===== src/rtl/fmap_addr_gen_stream_if.sv =====
// Valid/ready stream carrying one IFM BRAM read address per beat, with an end-of-sweep marker.
interface fmap_addr_gen_stream_if #(
  parameter int unsigned ADDR_WIDTH = 32
);
  logic [ADDR_WIDTH-1:0] address;
  logic                  valid;
  logic                  ready;
  logic                  last;

  modport master (output address, output valid, output last, input ready);
  modport slave  (input address, input valid, input last, output ready);
endinterface


===== src/rtl/fmap_addr_gen_stream.sv =====
// IFM address generator: walks layer -> row window -> filter -> tap after a start pulse,
// emitting one read address per cycle on a valid/ready stream.
module fmap_addr_gen_stream #(
  parameter int unsigned ADDR_WIDTH    = 32,
  parameter int unsigned NUM_LAYERS    = 32,
  parameter int unsigned NUM_ROWS      = 20,
  parameter int unsigned NUM_FILTERS   = 64,
  parameter int unsigned KERNEL        = 3,
  parameter int unsigned ROW_STEP      = 3,
  parameter int unsigned FILTER_STRIDE = 16,
  parameter int unsigned LAYER_STRIDE  = 0
) (
  input  logic                  clk,
  input  logic                  rst,
  input  logic                  start,
  input  logic [ADDR_WIDTH-1:0] base_ifm_bram_addr,
  fmap_addr_gen_stream_if.master out,
  output logic                  busy,
  output logic                  done
);

  localparam int unsigned ROWS_PER_LAYER = (NUM_ROWS - KERNEL) / ROW_STEP + 1;
  localparam int unsigned LW = (NUM_LAYERS     > 1) ? $clog2(NUM_LAYERS)     : 1;
  localparam int unsigned WW = (ROWS_PER_LAYER > 1) ? $clog2(ROWS_PER_LAYER) : 1;
  localparam int unsigned FW = (NUM_FILTERS    > 1) ? $clog2(NUM_FILTERS)    : 1;
  localparam int unsigned KW = (KERNEL         > 1) ? $clog2(KERNEL)         : 1;

  localparam logic [LW-1:0] L_MAX = LW'(NUM_LAYERS - 1);
  localparam logic [WW-1:0] W_MAX = WW'(ROWS_PER_LAYER - 1);
  localparam logic [FW-1:0] F_MAX = FW'(NUM_FILTERS - 1);
  localparam logic [KW-1:0] K_MAX = KW'(KERNEL - 1);

  typedef enum logic {IDLE, RUN} state_t;

  state_t                state_q, state_d;
  logic [LW-1:0]         l_q, l_d;
  logic [WW-1:0]         w_q, w_d;
  logic [FW-1:0]         f_q, f_d;
  logic [KW-1:0]         k_q, k_d;
  logic [ADDR_WIDTH-1:0] base_q, base_d;
  logic [ADDR_WIDTH-1:0] layer_off_q, layer_off_d;
  logic [ADDR_WIDTH-1:0] filter_off_q, filter_off_d;
  logic [ADDR_WIDTH-1:0] row_q, row_d;
  logic [ADDR_WIDTH-1:0] addr_q, addr_d;
  logic                  valid_q, valid_d;
  logic                  last_q, last_d;
  logic                  busy_q, busy_d;
  logic                  done_q, done_d;

  // Running offsets replace the l/f/w multiplies; all arithmetic wraps at ADDR_WIDTH.
  always_ff @(posedge clk or negedge rst) begin
    if (!rst) begin
      state_q      <= IDLE;
      l_q          <= '0;
      w_q          <= '0;
      f_q          <= '0;
      k_q          <= '0;
      base_q       <= '0;
      layer_off_q  <= '0;
      filter_off_q <= '0;
      row_q        <= '0;
      addr_q       <= '0;
      valid_q      <= 1'b0;
      last_q       <= 1'b0;
      busy_q       <= 1'b0;
      done_q       <= 1'b0;
    end else begin
      state_q      <= state_d;
      l_q          <= l_d;
      w_q          <= w_d;
      f_q          <= f_d;
      k_q          <= k_d;
      base_q       <= base_d;
      layer_off_q  <= layer_off_d;
      filter_off_q <= filter_off_d;
      row_q        <= row_d;
      addr_q       <= addr_d;
      valid_q      <= valid_d;
      last_q       <= last_d;
      busy_q       <= busy_d;
      done_q       <= done_d;
    end
  end

  // Next-state, counter carry chain (k -> f -> w -> l) and next registered outputs.
  always_comb begin
    state_d      = state_q;
    l_d          = l_q;
    w_d          = w_q;
    f_d          = f_q;
    k_d          = k_q;
    base_d       = base_q;
    layer_off_d  = layer_off_q;
    filter_off_d = filter_off_q;
    row_d        = row_q;
    valid_d      = valid_q;
    busy_d       = busy_q;
    done_d       = 1'b0;

    case (state_q)
      IDLE: begin
        if (start) begin
          state_d      = RUN;
          base_d       = base_ifm_bram_addr;
          l_d          = '0;
          w_d          = '0;
          f_d          = '0;
          k_d          = '0;
          layer_off_d  = '0;
          filter_off_d = '0;
          row_d        = '0;
          valid_d      = 1'b1;
          busy_d       = 1'b1;
        end
      end
      RUN: begin
        if (valid_q && out.ready) begin
          if (last_q) begin
            state_d = IDLE;
            valid_d = 1'b0;
            busy_d  = 1'b0;
            done_d  = 1'b1;
          end else if (k_q != K_MAX) begin
            k_d = k_q + KW'(1);
          end else begin
            k_d = '0;
            if (f_q != F_MAX) begin
              f_d          = f_q + FW'(1);
              filter_off_d = filter_off_q + ADDR_WIDTH'(FILTER_STRIDE);
            end else begin
              f_d          = '0;
              filter_off_d = '0;
              if (w_q != W_MAX) begin
                w_d   = w_q + WW'(1);
                row_d = row_q + ADDR_WIDTH'(ROW_STEP);
              end else begin
                w_d         = '0;
                row_d       = '0;
                l_d         = l_q + LW'(1);
                layer_off_d = layer_off_q + ADDR_WIDTH'(LAYER_STRIDE);
              end
            end
          end
        end
      end
      default: state_d = IDLE;
    endcase

    // Address and last marker always follow the next counter state, so holds are automatic.
    addr_d = base_d + layer_off_d + filter_off_d + row_d + ADDR_WIDTH'(k_d);
    last_d = valid_d && (l_d == L_MAX) && (w_d == W_MAX) && (f_d == F_MAX) && (k_d == K_MAX);
  end

  assign out.address = addr_q;
  assign out.valid   = valid_q;
  assign out.last    = last_q;
  assign busy        = busy_q;
  assign done        = done_q;

endmodule


===== src/flat_wrapper.sv =====
// flat-port wrapper written by rule: the top's interface ports become plain ports
module fmap_addr_gen_stream_flat 
#(
  parameter int unsigned ADDR_WIDTH    = 32,
  parameter int unsigned NUM_LAYERS    = 32,
  parameter int unsigned NUM_ROWS      = 20,
  parameter int unsigned NUM_FILTERS   = 64,
  parameter int unsigned KERNEL        = 3,
  parameter int unsigned ROW_STEP      = 3,
  parameter int unsigned FILTER_STRIDE = 16,
  parameter int unsigned LAYER_STRIDE  = 0
)
  (clk, rst, start, base_ifm_bram_addr, busy, done, out_address, out_valid, out_last, out_ready);
  fmap_addr_gen_stream_if #(.ADDR_WIDTH(ADDR_WIDTH)) out_i ();
  input  logic clk;
  input  logic rst;
  input  logic start;
  input  logic [ADDR_WIDTH-1:0] base_ifm_bram_addr;
  output logic busy;
  output logic done;
  output wire logic [$bits(out_i.address)-1:0] out_address;
  output wire logic [$bits(out_i.valid)-1:0] out_valid;
  output wire logic [$bits(out_i.last)-1:0] out_last;
  input wire logic [$bits(out_i.ready)-1:0] out_ready;
  assign out_address = out_i.address;
  assign out_valid = out_i.valid;
  assign out_last = out_i.last;
  assign out_i.ready = out_ready;
  fmap_addr_gen_stream #(.ADDR_WIDTH(ADDR_WIDTH), .NUM_LAYERS(NUM_LAYERS), .NUM_ROWS(NUM_ROWS), .NUM_FILTERS(NUM_FILTERS), .KERNEL(KERNEL), .ROW_STEP(ROW_STEP), .FILTER_STRIDE(FILTER_STRIDE), .LAYER_STRIDE(LAYER_STRIDE)) u_core (.clk(clk), .rst(rst), .start(start), .base_ifm_bram_addr(base_ifm_bram_addr), .out(out_i), .busy(busy), .done(done));
endmodule

===== config.mk =====
export PLATFORM = sky130hd
export DESIGN_NAME = fmap_addr_gen_stream_flat
export DESIGN_NICKNAME = d
export VERILOG_FILES = /design/src/rtl/fmap_addr_gen_stream_if.sv /design/src/rtl/fmap_addr_gen_stream.sv /design/src/flat_wrapper.sv
export SDC_FILE = /design/constraint.sdc
export NUM_CORES = 1
export LEC_CHECK = 0
export CELL_PAD_IN_SITES_DETAIL_PLACEMENT = 1
export CELL_PAD_IN_SITES_GLOBAL_PLACEMENT = 1
export CORE_MARGIN = 2
export CORE_UTILIZATION = 47
export CTS_CLUSTER_DIAMETER = 50
export DETAILED_ROUTE_END_ITERATION = 8
export HOLD_SLACK_MARGIN = 0.08
export PLACE_DENSITY = 0.8
export SYNTH_ARGS = -nofsm -noshare
export SYNTH_HDL_FRONTEND = slang
export SYNTH_SLANG_ARGS = --single-unit

===== constraint.sdc =====
create_clock -name clk -period 7.4 [get_ports clk]
set_input_delay 1.48 -clock clk [delete_from_list [all_inputs] [get_ports clk]]
set_output_delay 1.48 -clock clk [all_outputs]
set_load 0.02 [all_outputs]

==> results.py <==
metrics = {
    "run_status": {
        "status": "completed",
    },
    "route": {
        "dr.pass1.iters": 5,
        "postRouteAntennaNets": 0,
        "via_count": 9028,
        "wl_per_cell_um": 19.85,
        "post_drt_via_cell_ratio": 5.632,
        "first_iter_violations": 598,
        "drc": 0,
        "drt_wl_total_mm": 31.82,
    },
    "cts": {
        "clk_latency_ns": 0.44,
        "cts_tree": "built",
        "clk_pin_slew_ns": 0.08,
        "post_cts_resized": 0,
        "clockBufferDepth": 2,
        "cts_inserted_buffers": 17,
        "cts_num_sinks": 181,
        "htree_levels": 4,
        "cts_hold_buf": 0,
        "clock-root-buffer": "clkbuf_16",
        "post_cts_buffers": 0,
    },
    "sta": {
        "fin_skew_ns": 0.01408,
        "max_slew_margin": 0.3570,
        "worst_hold_slack_ns": 0.4820,
        "worstMarginPinSlew_ns": 0.9645,
        "min_period_ns": 7.018,
        "slew_viol_final": 0,
        "max_freq_mhz": 142.5,
        "period_share": 0.9483,
        "setup_violations": 0,
        "hold_viol_final": 0,
        "rsz0062_at_grt": "no",
        "timing.setup.tns_ns": 0,
    },
    "final_layout": {
        "nets": 1405,
        "fin_util": 0.5577,
        "fillers": 2637,
        "n_antenna_cell": 0,
        "drive_gt1_frac": 0.08100,
        "syn_to_final_growth_pct": 17.43,
        "instances_no_fill": 1603,
    },
    "flow_run": {
        "drv_cap": 0,
    },
    "logic_synthesis": {
        "syn-num-nets": 1307,
        "yosys-top-cells-area": "dfrtp_1 (41%), fa_1 (12%), nand2_1 (5.4%)",
        "synth.avg_cell_area_um2": 9.419,
        "yosys.area.top_type": "dfrtp_1",
        "yosys_warnings": 0,
        "netlist_instances": 1173,
        "ys_seq_area_frac": 0.4100,
        "synth_edf_count": 0,
        "netlist_area_mm2": 0.01105,
        "ys_async_sr_fraction": 1.000,
        "ys.flop_type": "dfrtp_1",
        "yosys_register_bits": 181,
        "synth_top_area_share": 0.4100,
        "ys_types": 72,
    },
    "die": {
        "fp-row-count": 56,
        "io-pin-count": 72,
        "dieWidth_um": 157.3,
        "fp.dieH_um": 157.3,
        "initial_core_util": 0.4749,
        "fp.dieArea_mm2": 0.02475,
        "core_area_mm2": 0.02326,
    },
    "worst_setup_path": {
        "cp_max_fo": 9,
        "cp.arrival_ns": 7.38,
        "cp_cell_sequence": "clkdlybuf4s50_1, nand3b_1, or4_2, nand2_1, nand2_1, and2_1, inv_1, fa_1, fa_1, inv_1, fa_1, fa_1, a211oi_1, o21bai_1, a21oi_1, o221ai_1, buf_4, a21oi_1, o21ai_0, a21oi_1, xnor2_1",
        "slowest_stage": "or4_2",
        "crit_type": "in -> reg",
        "startpoint_type": "input port",
        "slowest_delay_ns": 0.79,
        "cp-end-kind": "flip-flop",
        "required_ns": 7.76,
        "worst_path_most_repeated_cell": "fa_1",
    },
    "global_route": {
        "grt_max_degree": 118,
        "grt_antenna_before_repair": 0,
        "grt_pass1_wl_mm": 52.08,
        "grt_pass1_vias": 9792,
        "globalRouteTotalUtil": 0.2720,
        "overflow": 0,
    },
    "power_and_ir_drop": {
        "p_leak_uw": 0.006065,
        "powerDensity_mw_per_mm2": 206.6,
        "p_total_uw": 2680,
        "vdd_drop_max_mv": 0.1306,
    },
    "placed_design": {
        "globalplace.congestion": 0.9149,
        "dp_hpwl_mm": 23.07,
        "io_buffers": 71,
        "dp.cells": 1571,
    },
    "min_path": {
        "min_path_type": "reg -> reg",
    },
}
[Yosys cell counts (10+ instances only)]
| cell | count |
|---|---|
| mux2i_1 | 26 |
| nand3_1 | 36 |
| nand2_1 | 158 |
| inv_1 | 143 |
| o21a_1 | 10 |
| nor2_1 | 47 |
| nor3_1 | 23 |
| fa_1 | 64 |
| clkbuf_1 | 30 |
| a21oi_1 | 56 |
| o21ai_0 | 93 |
| nand4_1 | 27 |
| and2_1 | 36 |
| nor4_1 | 12 |
| dfrtp_1 | 181 |
| a31oi_1 | 18 |
| xnor2_1 | 27 |
| o31ai_1 | 21 |
| ha_1 | 34 |
[layout make-up]
type	count	area, um2	area share
clock inverter	12	166.4	0.01283
inverter	143	536.8	0.04137
tap	319	399.1	0.03076
clock buffer	20	456.7	0.03520
multi-input combinational	809	5811	0.4479
sequential	181	4529	0.3491
timing repair buffer	119	1075	0.08284
[state kept, by name (all words and copies together) (netlist names)]
| signal | flops |
|---|---|
| u_core.base_q | 32 |
| u_core.filter_off_q | 32 |
| u_core.layer_off_q | 32 |
| u_core.out.address | 32 |
| u_core.row_q | 32 |
| u_core.f_q | 6 |
| u_core.l_q | 5 |
| u_core.w_q | 3 |
| u_core.k_q | 2 |
| u_core.busy | 1 |
| u_core.done | 1 |
| u_core.out.last | 1 |
| u_core.out.valid | 1 |
| u_core.state_q | 1 |
[worst max-delay path, delay by kind of cell]
family	cells	cell delay, ns
AND/OR/NAND/NOR	5	1.43
buffers and inverters	4	0.79
XOR/XNOR	1	0.15
adder cells (fa/ha/maj)	4	1.78
AO/OA/AOI/OAI	7	1.74
[path summary, 6_finish.rpt]
kind | depth (start not counted) | end | from | slack (ns)
min | 2 | u_core.layer_off_q[29] | u_core.layer_off_q[29] | 0.48
max in group asynchronous | 2 | u_core.row_q[29] | rst | 4.77
max | 21 | u_core.out.address[30] | out_ready | 0.38
min reg2reg | 2 | u_core.layer_off_q[29] | u_core.layer_off_q[29] | 0.48
min in group asynchronous | 1 | u_core.out.address[0] | rst | 1.17
max reg2reg | 21 | u_core.out.address[30] | u_core.f_q[0] | 1.22
[per-layer routing]
layer / up-vias / wire length [um] / GRT usage
li1: 4169 / - / -
met1: 4631 / 14370 / 0.3581
met2: 169 / 16010 / 0.4697
met3: 59 / 772 / 0.03387
met4: 0 / 669 / 0.08442
met5: - / 0 / 0
[stage by stage]
step           cell area (um2)  setup slack, ns
6_report                 12970           0.3823
2_1_floorplan            11050            1.123
5_1_grt                  12970          0.05183
4_1_cts                  12970           0.4791
3_5_place_dp             12350          0.06842
3_3_place_gp             12350           0.2156
[logic make-up (layout without fill, tap and decap cells)]
kind of cell,after synthesis,count (layout),synth area share
AO/OA/AOI/OAI,255,255,0.1417
XOR/XNOR,36,36,0.02854
adder cells (fa/ha/maj),98,98,0.1545
buffers and inverters,183,294,0.06568
flip-flops,181,181,0.4100
multiplexers,26,26,0.02356
AND/OR/NAND/NOR,394,394,0.1761
[where the power goes]
| group | switching [uW] | total (uW) | internal, uW |
|---|---|---|---|
| registers | 50.9 | 1120 | 1070 |
| clock network | 419 | 977 | 557 |
| logic | 331 | 579 | 248 |
| total | 801 | 2680 | 1880 |
[cells in the final DEF, fill, tap and decap left out, types with 21 or more instances in the layout]
| cell type | synthesis | final |
|---|---|---|
| a21oi_1 | 56 | 56 |
| and2_1 | 36 | 36 |
| buf_4 | 2 | 48 |
| clkdlybuf4s50_1 | 0 | 70 |
| dfrtp_1 | 181 | 181 |
| fa_1 | 64 | 64 |
| ha_1 | 34 | 34 |
| inv_1 | 143 | 143 |
| mux2i_1 | 26 | 26 |
| nand2_1 | 158 | 158 |
| nand3_1 | 36 | 36 |
| nand4_1 | 27 | 27 |
| nor2_1 | 47 | 46 |
| nor3_1 | 23 | 23 |
| o21ai_0 | 93 | 92 |
| o31ai_1 | 21 | 21 |
| xnor2_1 | 27 | 27 |
(Power assumes the default switching activity.)
